`config.mk`:
```
export PLATFORM = sky130hd
export DESIGN_NAME = photon_emulator
export DESIGN_NICKNAME = d
export VERILOG_FILES = /design/src/rtl/photon_emu_pkg.sv /design/src/rtl/photon_emu_channel.sv /design/src/rtl/photon_emulator.sv
export SDC_FILE = /design/constraint.sdc
export NUM_CORES = 1
export LEC_CHECK = 0
export ABC_CLOCK_PERIOD_IN_PS = 10100
export BUFFER_PORTS_ARGS = -buffer_cell sky130_fd_sc_hd__buf_2
export CORE_UTILIZATION = 32
export DETAILED_ROUTE_END_ITERATION = 8
export PLACE_DENSITY = 0.53
export SETUP_SLACK_MARGIN = 0.15
export SLEW_MARGIN = 10
export SYNTH_ARGS = -nofsm -noshare
export SYNTH_HDL_FRONTEND = slang
export SYNTH_SLANG_ARGS = --single-unit
```
`constraint.sdc`:
```
create_clock -name clk -period 10.1 [get_ports clk]
set_clock_uncertainty 0.2 [all_clocks]
set_input_delay 1.01 -clock clk [delete_from_list [all_inputs] [get_ports clk]]
set_output_delay 1.01 -clock clk [all_outputs]
set_load 0.02 [all_outputs]
```
`src/rtl/photon_emu_pkg.sv`:
```
// Shared constants, field map and random-mode state encoding for the
// photon emulator.
package photon_emu_pkg;

  localparam logic [1:0] FLD_CTRL   = 2'd0;
  localparam logic [1:0] FLD_PERIOD = 2'd1;
  localparam logic [1:0] FLD_WIDTH  = 2'd2;
  localparam logic [1:0] FLD_THRESH = 2'd3;

  localparam int CTRL_EN   = 0;
  localparam int CTRL_RAND = 1;
  localparam int CTRL_CLR  = 2;

  localparam logic [15:0] LFSR_TAPS = 16'hB400;

  typedef enum logic [1:0] {
    RS_IDLE = 2'd0,
    RS_HIGH = 2'd1,
    RS_DEAD = 2'd2
  } rnd_state_e;

  // One step of the right-shifting Galois LFSR.
  function automatic logic [15:0] lfsr_step(input logic [15:0] s);
    return {1'b0, s[15:1]} ^ (s[0] ? LFSR_TAPS : 16'h0000);
  endfunction

endpackage

```
`src/rtl/photon_emu_channel.sv`:
```
// One emulated detector channel: config/shadow registers, periodic phase
// counter, random IDLE/HIGH/DEAD machine, LFSR and saturating pulse counter.
module photon_emu_channel
  import photon_emu_pkg::*;
#(
  parameter int          CNT_W     = 16,
  parameter logic [15:0] LFSR_SEED = 16'h0001
) (
  input  logic             clk,
  input  logic             reset_n,
  input  logic             i_run,
  input  logic             i_wr,
  input  logic [1:0]       i_field,
  input  logic [CNT_W-1:0] i_data,
  output logic [CNT_W-1:0] o_rd_val,
  output logic             o_det
);

  localparam logic [CNT_W-1:0] ONE = CNT_W'(1);

  logic             r_en, r_rand;
  logic [CNT_W-1:0] r_period_sh, r_width_sh, r_period, r_width, r_thresh;
  logic [CNT_W-1:0] r_phase, r_cnt;
  logic [15:0]      r_lfsr;
  logic             r_det;
  rnd_state_e       r_state;

  logic             w_wr_ctrl, w_wr_per, w_wr_wid, w_wr_thr;
  logic [CNT_W-1:0] w_per_sh_nxt, w_wid_sh_nxt;
  logic             w_active, w_wrap, w_rnd_hit;
  logic [CNT_W-1:0] w_eff_w, w_rnd_w;
  rnd_state_e       w_state_nxt;
  logic [CNT_W-1:0] w_phase_nxt;
  logic             w_det_nxt, w_lfsr_step, w_boundary, w_rise, w_clr;

  assign w_wr_ctrl = i_wr & (i_field == FLD_CTRL);
  assign w_wr_per  = i_wr & (i_field == FLD_PERIOD);
  assign w_wr_wid  = i_wr & (i_field == FLD_WIDTH);
  assign w_wr_thr  = i_wr & (i_field == FLD_THRESH);
  assign w_clr     = w_wr_ctrl & i_data[CTRL_CLR];

  // Forward same-cycle writes so an idle channel picks them up immediately.
  assign w_per_sh_nxt = w_wr_per ? i_data : r_period_sh;
  assign w_wid_sh_nxt = w_wr_wid ? i_data : r_width_sh;

  assign w_active  = i_run & r_en & (r_period != '0);
  assign w_wrap    = (r_phase == r_period - ONE);
  assign w_eff_w   = (r_width >= r_period) ? r_period - ONE : r_width;
  assign w_rnd_w   = (r_width == '0) ? ONE : r_width;
  assign w_rnd_hit = (CNT_W'(r_lfsr) < r_thresh);

  always_comb begin
    w_state_nxt = r_state;
    w_phase_nxt = r_phase;
    w_det_nxt   = 1'b0;
    w_lfsr_step = 1'b0;
    w_boundary  = 1'b0;
    if (!w_active) begin
      w_state_nxt = RS_IDLE;
      w_phase_nxt = '0;
      w_boundary  = 1'b1;
    end else if (!r_rand) begin
      w_state_nxt = RS_IDLE;
      w_det_nxt   = (r_phase < w_eff_w);
      if (w_wrap) begin
        w_phase_nxt = '0;
        w_boundary  = 1'b1;
      end else begin
        w_phase_nxt = r_phase + ONE;
      end
    end else begin
      // In random mode the phase counter counts HIGH cycles, then DEAD cycles.
      case (r_state)
        RS_IDLE: begin
          w_boundary  = 1'b1;
          w_lfsr_step = 1'b1;
          if (w_rnd_hit) begin
            w_state_nxt = RS_HIGH;
            w_phase_nxt = ONE;
            w_det_nxt   = 1'b1;
          end
        end
        RS_HIGH: begin
          if (r_phase >= w_rnd_w) begin
            w_state_nxt = RS_DEAD;
            w_phase_nxt = '0;
          end else begin
            w_det_nxt   = 1'b1;
            w_phase_nxt = r_phase + ONE;
          end
        end
        RS_DEAD: begin
          if (w_wrap) begin
            w_state_nxt = RS_IDLE;
            w_phase_nxt = '0;
          end else begin
            w_phase_nxt = r_phase + ONE;
          end
        end
        default: begin
          w_state_nxt = RS_IDLE;
          w_phase_nxt = '0;
        end
      endcase
    end
  end

  assign w_rise = w_det_nxt & ~r_det;

  always_ff @(posedge clk or negedge reset_n) begin
    if (!reset_n) begin
      r_state <= RS_IDLE;
      r_phase <= '0;
      r_det   <= 1'b0;
    end else begin
      r_state <= w_state_nxt;
      r_phase <= w_phase_nxt;
      r_det   <= w_det_nxt;
    end
  end

  always_ff @(posedge clk or negedge reset_n) begin
    if (!reset_n) begin
      r_en        <= 1'b0;
      r_rand      <= 1'b0;
      r_period_sh <= '0;
      r_width_sh  <= '0;
      r_period    <= '0;
      r_width     <= '0;
      r_thresh    <= '0;
      r_lfsr      <= LFSR_SEED;
      r_cnt       <= '0;
    end else begin
      if (w_wr_ctrl) begin
        r_en   <= i_data[CTRL_EN];
        r_rand <= i_data[CTRL_RAND];
      end
      r_period_sh <= w_per_sh_nxt;
      r_width_sh  <= w_wid_sh_nxt;
      if (w_wr_thr) r_thresh <= i_data;
      if (w_boundary) begin
        r_period <= w_per_sh_nxt;
        r_width  <= w_wid_sh_nxt;
      end
      if (w_lfsr_step) r_lfsr <= lfsr_step(r_lfsr);
      if (w_clr) r_cnt <= '0;
      else if (w_rise && (r_cnt != '1)) r_cnt <= r_cnt + ONE;
    end
  end

  always_comb begin
    o_rd_val = '0;
    case (i_field)
      FLD_CTRL: begin
        o_rd_val[CTRL_EN]   = r_en;
        o_rd_val[CTRL_RAND] = r_rand;
      end
      FLD_PERIOD: o_rd_val = r_period_sh;
      FLD_WIDTH:  o_rd_val = r_width_sh;
      default:    o_rd_val = r_cnt;
    endcase
  end

  assign o_det = r_det;

endmodule

```
`src/rtl/photon_emulator.sv`:
```
// N-channel detector-pulse emulator top: channel address decode, per-channel
// instances and the registered read port.
module photon_emulator
  import photon_emu_pkg::*;
#(
  parameter int          N_CH  = 4,
  parameter int          CNT_W = 16,
  parameter logic [15:0] SEED  = 16'hACE1
) (
  input  logic             clk,
  input  logic             reset_n,
  input  logic             run,
  input  logic             cfg_wr,
  input  logic             cfg_rd,
  input  logic [5:0]       cfg_addr,
  input  logic [CNT_W-1:0] cfg_data,
  output logic [CNT_W-1:0] rd_data,
  output logic             rd_valid,
  output logic [N_CH-1:0]  det_out
);

  logic [3:0]                  w_ch;
  logic [1:0]                  w_fld;
  logic [N_CH-1:0]             w_wr;
  logic [N_CH-1:0][CNT_W-1:0]  w_rd_val;
  logic [CNT_W-1:0]            w_rd_mux;
  logic [CNT_W-1:0]            r_rd_data;
  logic                        r_rd_valid;

  assign w_ch  = cfg_addr[5:2];
  assign w_fld = cfg_addr[1:0];

  // Channel numbers at or above N_CH match no instance, so writes drop out.
  for (genvar k = 0; k < N_CH; k++) begin : g_ch
    assign w_wr[k] = cfg_wr & (w_ch == 4'(k));
    photon_emu_channel #(
      .CNT_W     (CNT_W),
      .LFSR_SEED (SEED ^ 16'(k + 1))
    ) u_ch (
      .clk      (clk),
      .reset_n  (reset_n),
      .i_run    (run),
      .i_wr     (w_wr[k]),
      .i_field  (w_fld),
      .i_data   (cfg_data),
      .o_rd_val (w_rd_val[k]),
      .o_det    (det_out[k])
    );
  end

  always_comb begin
    w_rd_mux = '0;
    for (int k = 0; k < N_CH; k++) begin
      if (w_ch == 4'(k)) w_rd_mux = w_rd_val[k];
    end
  end

  always_ff @(posedge clk or negedge reset_n) begin
    if (!reset_n) begin
      r_rd_data  <= '0;
      r_rd_valid <= 1'b0;
    end else begin
      r_rd_valid <= cfg_rd;
      if (cfg_rd) r_rd_data <= w_rd_mux;
    end
  end

  assign rd_data  = r_rd_data;
  assign rd_valid = r_rd_valid;

endmodule

```
# ---- Yosys cells after proc, flatten, opt, wreduce, memory -nomap -nowiden
# Cells that the tools add are included.
dict set report totals {
  ff_bits 549
}
dict set report op_classes {
  reduce_logical 26
  n_lt_le_gt_ge 16
  add_sub_neg 12
  muxes 132
  bitwise 44
  eq_ne 34
}
# op n
set ops {}
lappend ops {{$mux W16} 52}
lappend ops {{$pmux W16 S3} 4}
lappend ops {{$pmux W14 S3} 4}
lappend ops {{$add A16 B1 Y16 const B} 8}
lappend ops {{$ge A16 B16 Y1} 8}
lappend ops {{$lt A16 B16 Y1} 8}
lappend ops {{$eq A16 B16 Y1} 4}
lappend ops {{$logic_not A16 Y1} 4}
lappend ops {{$ne A16 B16 Y1 const B} 4}
lappend ops {{$reduce_bool A16 Y1} 4}
lappend ops {{$sub A16 B1 Y16 const B} 4}
lappend ops {{$xor A15 B16 Y16} 4}
lappend ops {{$ne A4 B4 Y1 const B} 12}
lappend ops {{$pmux W2 S3} 8}
lappend ops {{$mux W1} 40}
lappend ops {{$mux W2} 20}
lappend ops {{$and A1 B1 Y1} 36}
lappend ops {{$eq A2 B2 Y1 const B} 6}
lappend ops {{$reduce_and A3 Y1} 4}
lappend ops {{$eq A2 B1 Y1 const B} 5}
lappend ops {{$logic_not A2 Y1} 5}
lappend ops {{$eq A4 B2 Y1 const B} 2}
lappend ops {{$pmux W1 S2} 4}
lappend ops {{$reduce_bool A2 Y1} 4}
lappend ops {{other kinds (4)} 10}

# ---- Longest topological paths before layout
dict set report depth {
  word_depth 11
  mapped_depth 23
  mapped_depth_nobuf 20
}

# ---- By module
# A second synthesis with hierarchy kept.
dict set report hier_totals {
  hier_cells 3423
  area_unflattened_um2 35420.2
}
# mod cells_each seq_area_each_um2 n_inst area_per_inst_um2
set modules_own_cells {}
lappend modules_own_cells {{photon_emu_channel at g_ch[3].u_ch} 821 3339.5 1 8583.2}
lappend modules_own_cells {{photon_emu_channel at g_ch[1].u_ch} 825 3339.5 1 8549.4}
lappend modules_own_cells {{photon_emu_channel at g_ch[2].u_ch} 823 3338.2 1 8531.9}
lappend modules_own_cells {{photon_emu_channel at g_ch[0].u_ch} 823 3337.0 1 8530.7}
lappend modules_own_cells {photon_emulator 131 425.4 1 1224.9}

# ---- Worst setup path after synthesis
# Ideal clock, no wire load.
dict set report synth_path {
  path_type {flip-flop to flip-flop}
  start {reg g_ch[0].u_ch.r_period[10]}
  end {reg g_ch[0].u_ch.r_cnt[0]}
  slack_ps 5306
  stages_incl_launch_ff 23
  n_path_buf 4
  setup_ps 130
  period_less_slack_ps 4794
  arrival_ps 4464
  cell_sequence {dfrtp_1 -> clkbuf_1 -> inv_1 -> ha_1 -> nand2_1 -> o21ai_0 -> a41oi_1 -> or2_2 -> o21ai_1 -> clkbuf_1 -> o21ai_0 -> ha_1 -> o21a_1 -> o21a_1 -> o21ai_0 -> a2111oi_0 -> nand3_1 -> a211o_1 -> clkbuf_1 -> nand2_1 -> clkbuf_1 -> or3_1 -> a21oi_1}
}
dict set report synth_via {
  elab_chain_len 8
  elab_cells_between_ends 11
  classes_between {1 x add/sub; 2 x order compare; 3 x mux; 2 x bitwise; 3 x reduce/logical}
}
# item line_no
set synth_lines {}
lappend synth_lines {{start: declaration} photon_emu_channel.sv:22} ;# logic [CNT_W-1:0] r_period_sh, r_width_sh, r_period, r_width, r_thresh;
lappend synth_lines {{start signal: assignment} photon_emu_channel.sv:142} ;# r_period <= w_per_sh_nxt;
lappend synth_lines {{$sub A16 B1 Y16 / $ge A16 B16 Y1 (equally long branches)} photon_emu_channel.sv:48} ;# assign w_eff_w = (r_width >= r_period) ? r_period - ONE : r_width;
lappend synth_lines {{$mux W16} photon_emu_channel.sv:48}
lappend synth_lines {{$lt A16 B16 Y1} photon_emu_channel.sv:64} ;# w_det_nxt = (r_phase < w_eff_w);
lappend synth_lines {{$mux W1} photon_emu_channel.sv:62} ;# end else if (!r_rand) begin
lappend synth_lines {{$mux W1 *} photon_emu_channel.sv:58} ;# if (!w_active) begin
lappend synth_lines {{$and A1 B1 Y1 *} photon_emu_channel.sv:108} ;# assign w_rise = w_det_nxt & ~r_det;
lappend synth_lines {{$logic_and A1 B1 Y1 *} photon_emu_channel.sv:147} ;# else if (w_rise && (r_cnt != '1)) r_cnt <= r_cnt + ONE;
lappend synth_lines {{$reduce_bool A2 Y1 (no source line) *} -}
lappend synth_lines {{end signal: assignment} photon_emu_channel.sv:147}
lappend synth_lines {{end: declaration} photon_emu_channel.sv:23} ;# logic [CNT_W-1:0] r_phase, r_cnt;
# Mark *: on every way between the ends. The rest lies on a longest branch, timed or not.
# A chain may end at the register's enable or synchronous reset.

# ---- Worst setup path after layout
dict set report layout_path {
  start {reg g_ch[3].u_ch.r_period[9]}
  end {reg g_ch[3].u_ch.r_cnt[5]}
}
dict set report layout_via {
  elab_chain_len 8
  elab_cells_between_ends 11
  classes_between {1 x add/sub; 2 x order compare; 3 x mux; 2 x bitwise; 3 x reduce/logical}
}
# item line_no
set layout_lines {}
lappend layout_lines {{start: declaration} photon_emu_channel.sv:22}
lappend layout_lines {{start signal: assignment} photon_emu_channel.sv:142}
lappend layout_lines {{$sub A16 B1 Y16 / $ge A16 B16 Y1 (equally long branches)} photon_emu_channel.sv:48}
lappend layout_lines {{$mux W16} photon_emu_channel.sv:48}
lappend layout_lines {{$lt A16 B16 Y1} photon_emu_channel.sv:64}
lappend layout_lines {{$mux W1} photon_emu_channel.sv:62}
lappend layout_lines {{$mux W1 *} photon_emu_channel.sv:58}
lappend layout_lines {{$and A1 B1 Y1 *} photon_emu_channel.sv:108}
lappend layout_lines {{$logic_and A1 B1 Y1 *} photon_emu_channel.sv:147}
lappend layout_lines {{$reduce_bool A2 Y1 (no source line) *} -}
lappend layout_lines {{end signal: assignment} photon_emu_channel.sv:147}
lappend layout_lines {{end: declaration} photon_emu_channel.sv:23}
# Marked as above.

==> impl_metrics.yaml <==
sta:
  slew_headroom_pct: 24.5
  finalSetupTns_ns: 0
  drv_slew: 0
  finalHoldViolations: 0
  setup_viol: 0
  clock.fmax_mhz: 158
  tightest_slew_ns: 1.12
  fin_crit_ns: 6.33
  rsz0062_at_grt: "false"
  finalCritPeriodShare_pct: 62.6
synth:
  synth_seq_cells: 549
  synth_most_common_cell: "dfrtp_1"
  yosys-top-cells-count: "516 x dfrtp_1, 260 x ha_1, 256 x mux2_2"
  synth_edf_count: 0
  async_flop_share_pct: 100
  syn_nets: 3816
  synth_area_leaders: "dfrtp_1 37%, ha_1 9.4%, mux2_2 8.3%"
  synth.distinct_cells: 86
  synth-seq-area-share_pct: 39.8
  synth.cell_area_um2: 34600
  synth_top_area_share_pct: 37.3
  netlist_instances: 3529
  synth_top_area_cell: "dfrtp_1"
  syn_avg_cell_area_um2: 9.80
  synth_warnings: 0
  yosys_most_used_dff: "dfrtp_1"
detailed_routing:
  ant_nets: 0
  num_vias: 26500
  wl_per_cell_um: 20.7
  drt_iter0_drc: 2015
  routed_wirelength_um: 103000
  dr.pass1.iters: 6
  vias_per_cell: 5.34
  drc: 0
place:
  postPlaceCellArea_um2: 36200
  gp_congestion: 0.888
  portBuffers: 47
  hpwlAfterDp_um: 73900
worst_setup_path:
  critPathMaxFanout: 30
  r2r_start: "g_ch[3].u_ch.r_period[9]"
  r2r.worst_path.cells: 18
  start_kind: "register"
  reg2reg_to: "g_ch[3].u_ch.r_cnt[5]"
  cp.required_ns: 10.46
  critPathCaptureType: "register"
  r2r_setup_slack_ns: 3.77
  crit_type: "reg2reg"
  cp.arrival_ns: 6.69
global_route:
  grt_usage_pct: 18.9
  busiest_layer: "met2"
  grt_util_met2_pct: 28.4
  grt_pass1_vias: 25500
  grt_max_degree: 161
  gr-total-overflow: 0
  antenna_found_initial: 11
  grt_util_met3_pct: 3.00
  use_met1_pct: 27.9
  grt_pass1_wl_um: 159000
finish:
  nets: 3791
  final_cell_area_um2: 38400
  fillCellCount: 10800
  drive_gt1_share_pct: 15.4
  seqCellArea_um2: 13800
  multi_input_area_um2: 19100
  area_growth_pct: 11.0
floorplan:
  core_um2: 107000
  start_util_pct: 32.3
  io_pins: 48
  fp.dieH_um: 331
  num_rows: 120
  die_width_um: 331
  die-area_um2: 109000
clock_network:
  ctsHtreeMaxLevel: 3
  cts_sinks: 549
  clk_path_buf_depth: 3
  cts_hold_buf: 0
  clk_pin_slew_ns: 0.06
  worstSkewPairLatency_ns: 0.64
  postCtsSetupBuffers: 0
  cts_root_buf: "clkbuf_16"
  cts_tree: "yes"
  cts_buffers: 68
  cts_resized: 0
power:
  ir_drop_mv: 0.113
  power_density_nw_per_um2: 189
  total_leakage_power_nw: 17.7
job:
  cap_violations: 0
status:
  status: "finished clean"
worst_hold_path:
  hp-class: "in2async"
==> sequential cells by signal (all words and copies together), names as in the netlist, 16 cells and up <==
signal                 flops
rd_data                   16
g_ch.u_ch.r_width         64
g_ch.u_ch.r_lfsr          64
g_ch.u_ch.r_phase         64
g_ch.u_ch.r_thresh        64
g_ch.u_ch.r_cnt           64
g_ch.u_ch.r_period_sh     64
g_ch.u_ch.r_width_sh      64
g_ch.u_ch.r_period        64
==> critical path, stage by stage (launching register included) <==
cell	delay [ns]
dfrtp_1	0.55
inv_1	0.08
ha_1	0.30
a21o_1	0.18
nand3_1	0.07
a21oi_1	0.07
a21oi_1	0.22
nand3_1	0.74
o21ai_0	0.47
ha_1	0.32
a21o_1	0.17
a2111oi_0	0.45
o21ai_0	0.17
and2_1	0.18
o31ai_1	0.20
o311a_1	0.26
nand3_1	0.71
or4_1	0.75
a21oi_1	0.16
==> worst max-delay path by stage <==
stage | end | start | slack [ns]
after floorplan | g_ch[0].u_ch.r_cnt[0] | g_ch[0].u_ch.r_period[10] | 5.31
after global placement | g_ch[3].u_ch.r_cnt[7] | g_ch[3].u_ch.r_period[9] | 3.98
after detailed placement | g_ch[3].u_ch.r_cnt[5] | g_ch[3].u_ch.r_period[9] | 3.81
after CTS | g_ch[3].u_ch.r_cnt[5] | g_ch[3].u_ch.r_period[9] | 3.81
after global routing | g_ch[3].u_ch.r_cnt[5] | g_ch[3].u_ch.r_period[9] | 3.12
final | g_ch[3].u_ch.r_cnt[5] | g_ch[3].u_ch.r_period[9] | 3.77
==> metrics by stage <==
stage	worst slack, ns	util, %	hold WS (ns)	total power [mW]	cells
after global placement	3.98	33.8	0.278	4.79	4837
after global routing	3.12	35.9	0.237	7.70	4962
after floorplan	5.31	-	0.265	4.18	3529
after detailed placement	3.81	33.8	0.291	4.82	4837
final	3.77	35.9	0.166	7.26	4963
after CTS	3.81	35.9	0.230	7.32	4962
==> cell families (layout without fill, tap and decap cells) <==
| kind of cell | count (synthesis) | count (layout) | synth area share [%] |
|---|---|---|---|
| adders and majority gates | 260 | 260 | 9.40 |
| xor gates and xnor gates | 134 | 134 | 4.16 |
| DFF | 549 | 549 | 39.8 |
| buffers and inverters | 433 | 463 | 5.05 |
| AOI/OAI and AO/OA | 795 | 795 | 14.4 |
| muxes | 403 | 403 | 13.3 |
| and+or+nand+nor | 955 | 955 | 13.9 |
| other | 0 | 1 | 0 |
==> cell usage in the layout (no fill, tap or decap), types with 35 or more instances in the layout <==
cell type    n
dfrtp_1    516
ha_1       260
mux2_2     256
inv_1      254
nand2_1    249
o21ai_0    249
a21oi_1    211
nor2_1     196
nand3_1    108
xnor2_1    101
mux2i_1     81
a21o_1      70
clkbuf_16   69
nand4_1     58
and3_1      56
buf_2       45
nor3_1      43
or3_1       37
nor4_1      36
o211ai_1    36
buf_4       35
==> area by class of cell <==
class | instances | share of cell area [%]
Tap cell | 1403 | 4.57
Multi-Input combinational cell | 2547 | 49.8
Timing Repair Buffer | 83 | 1.41
Sequential cell | 549 | 35.9
Inverter | 255 | 2.49
Clock inverter | 27 | 0.769
Clock buffer | 98 | 5.04
Antenna cell | 1 | 0.00652
==> power by group <==
| group | switching (mW) | internal [mW] | total, mW |
|---|---|---|---|
| Combinational | 1.18 | 0.861 | 2.04 |
| Sequential | 0.285 | 2.47 | 2.75 |
| Clock | 1.04 | 1.43 | 2.46 |
| Total | 2.50 | 4.76 | 7.26 |
==> routing by layer <==
metal	up-vias	wire length, µm
li1	12700	-
met1	13100	50100
met2	577	44900
met3	132	5650
met4	8	2260
met5	-	48
(Power assumes the default switching activity.)
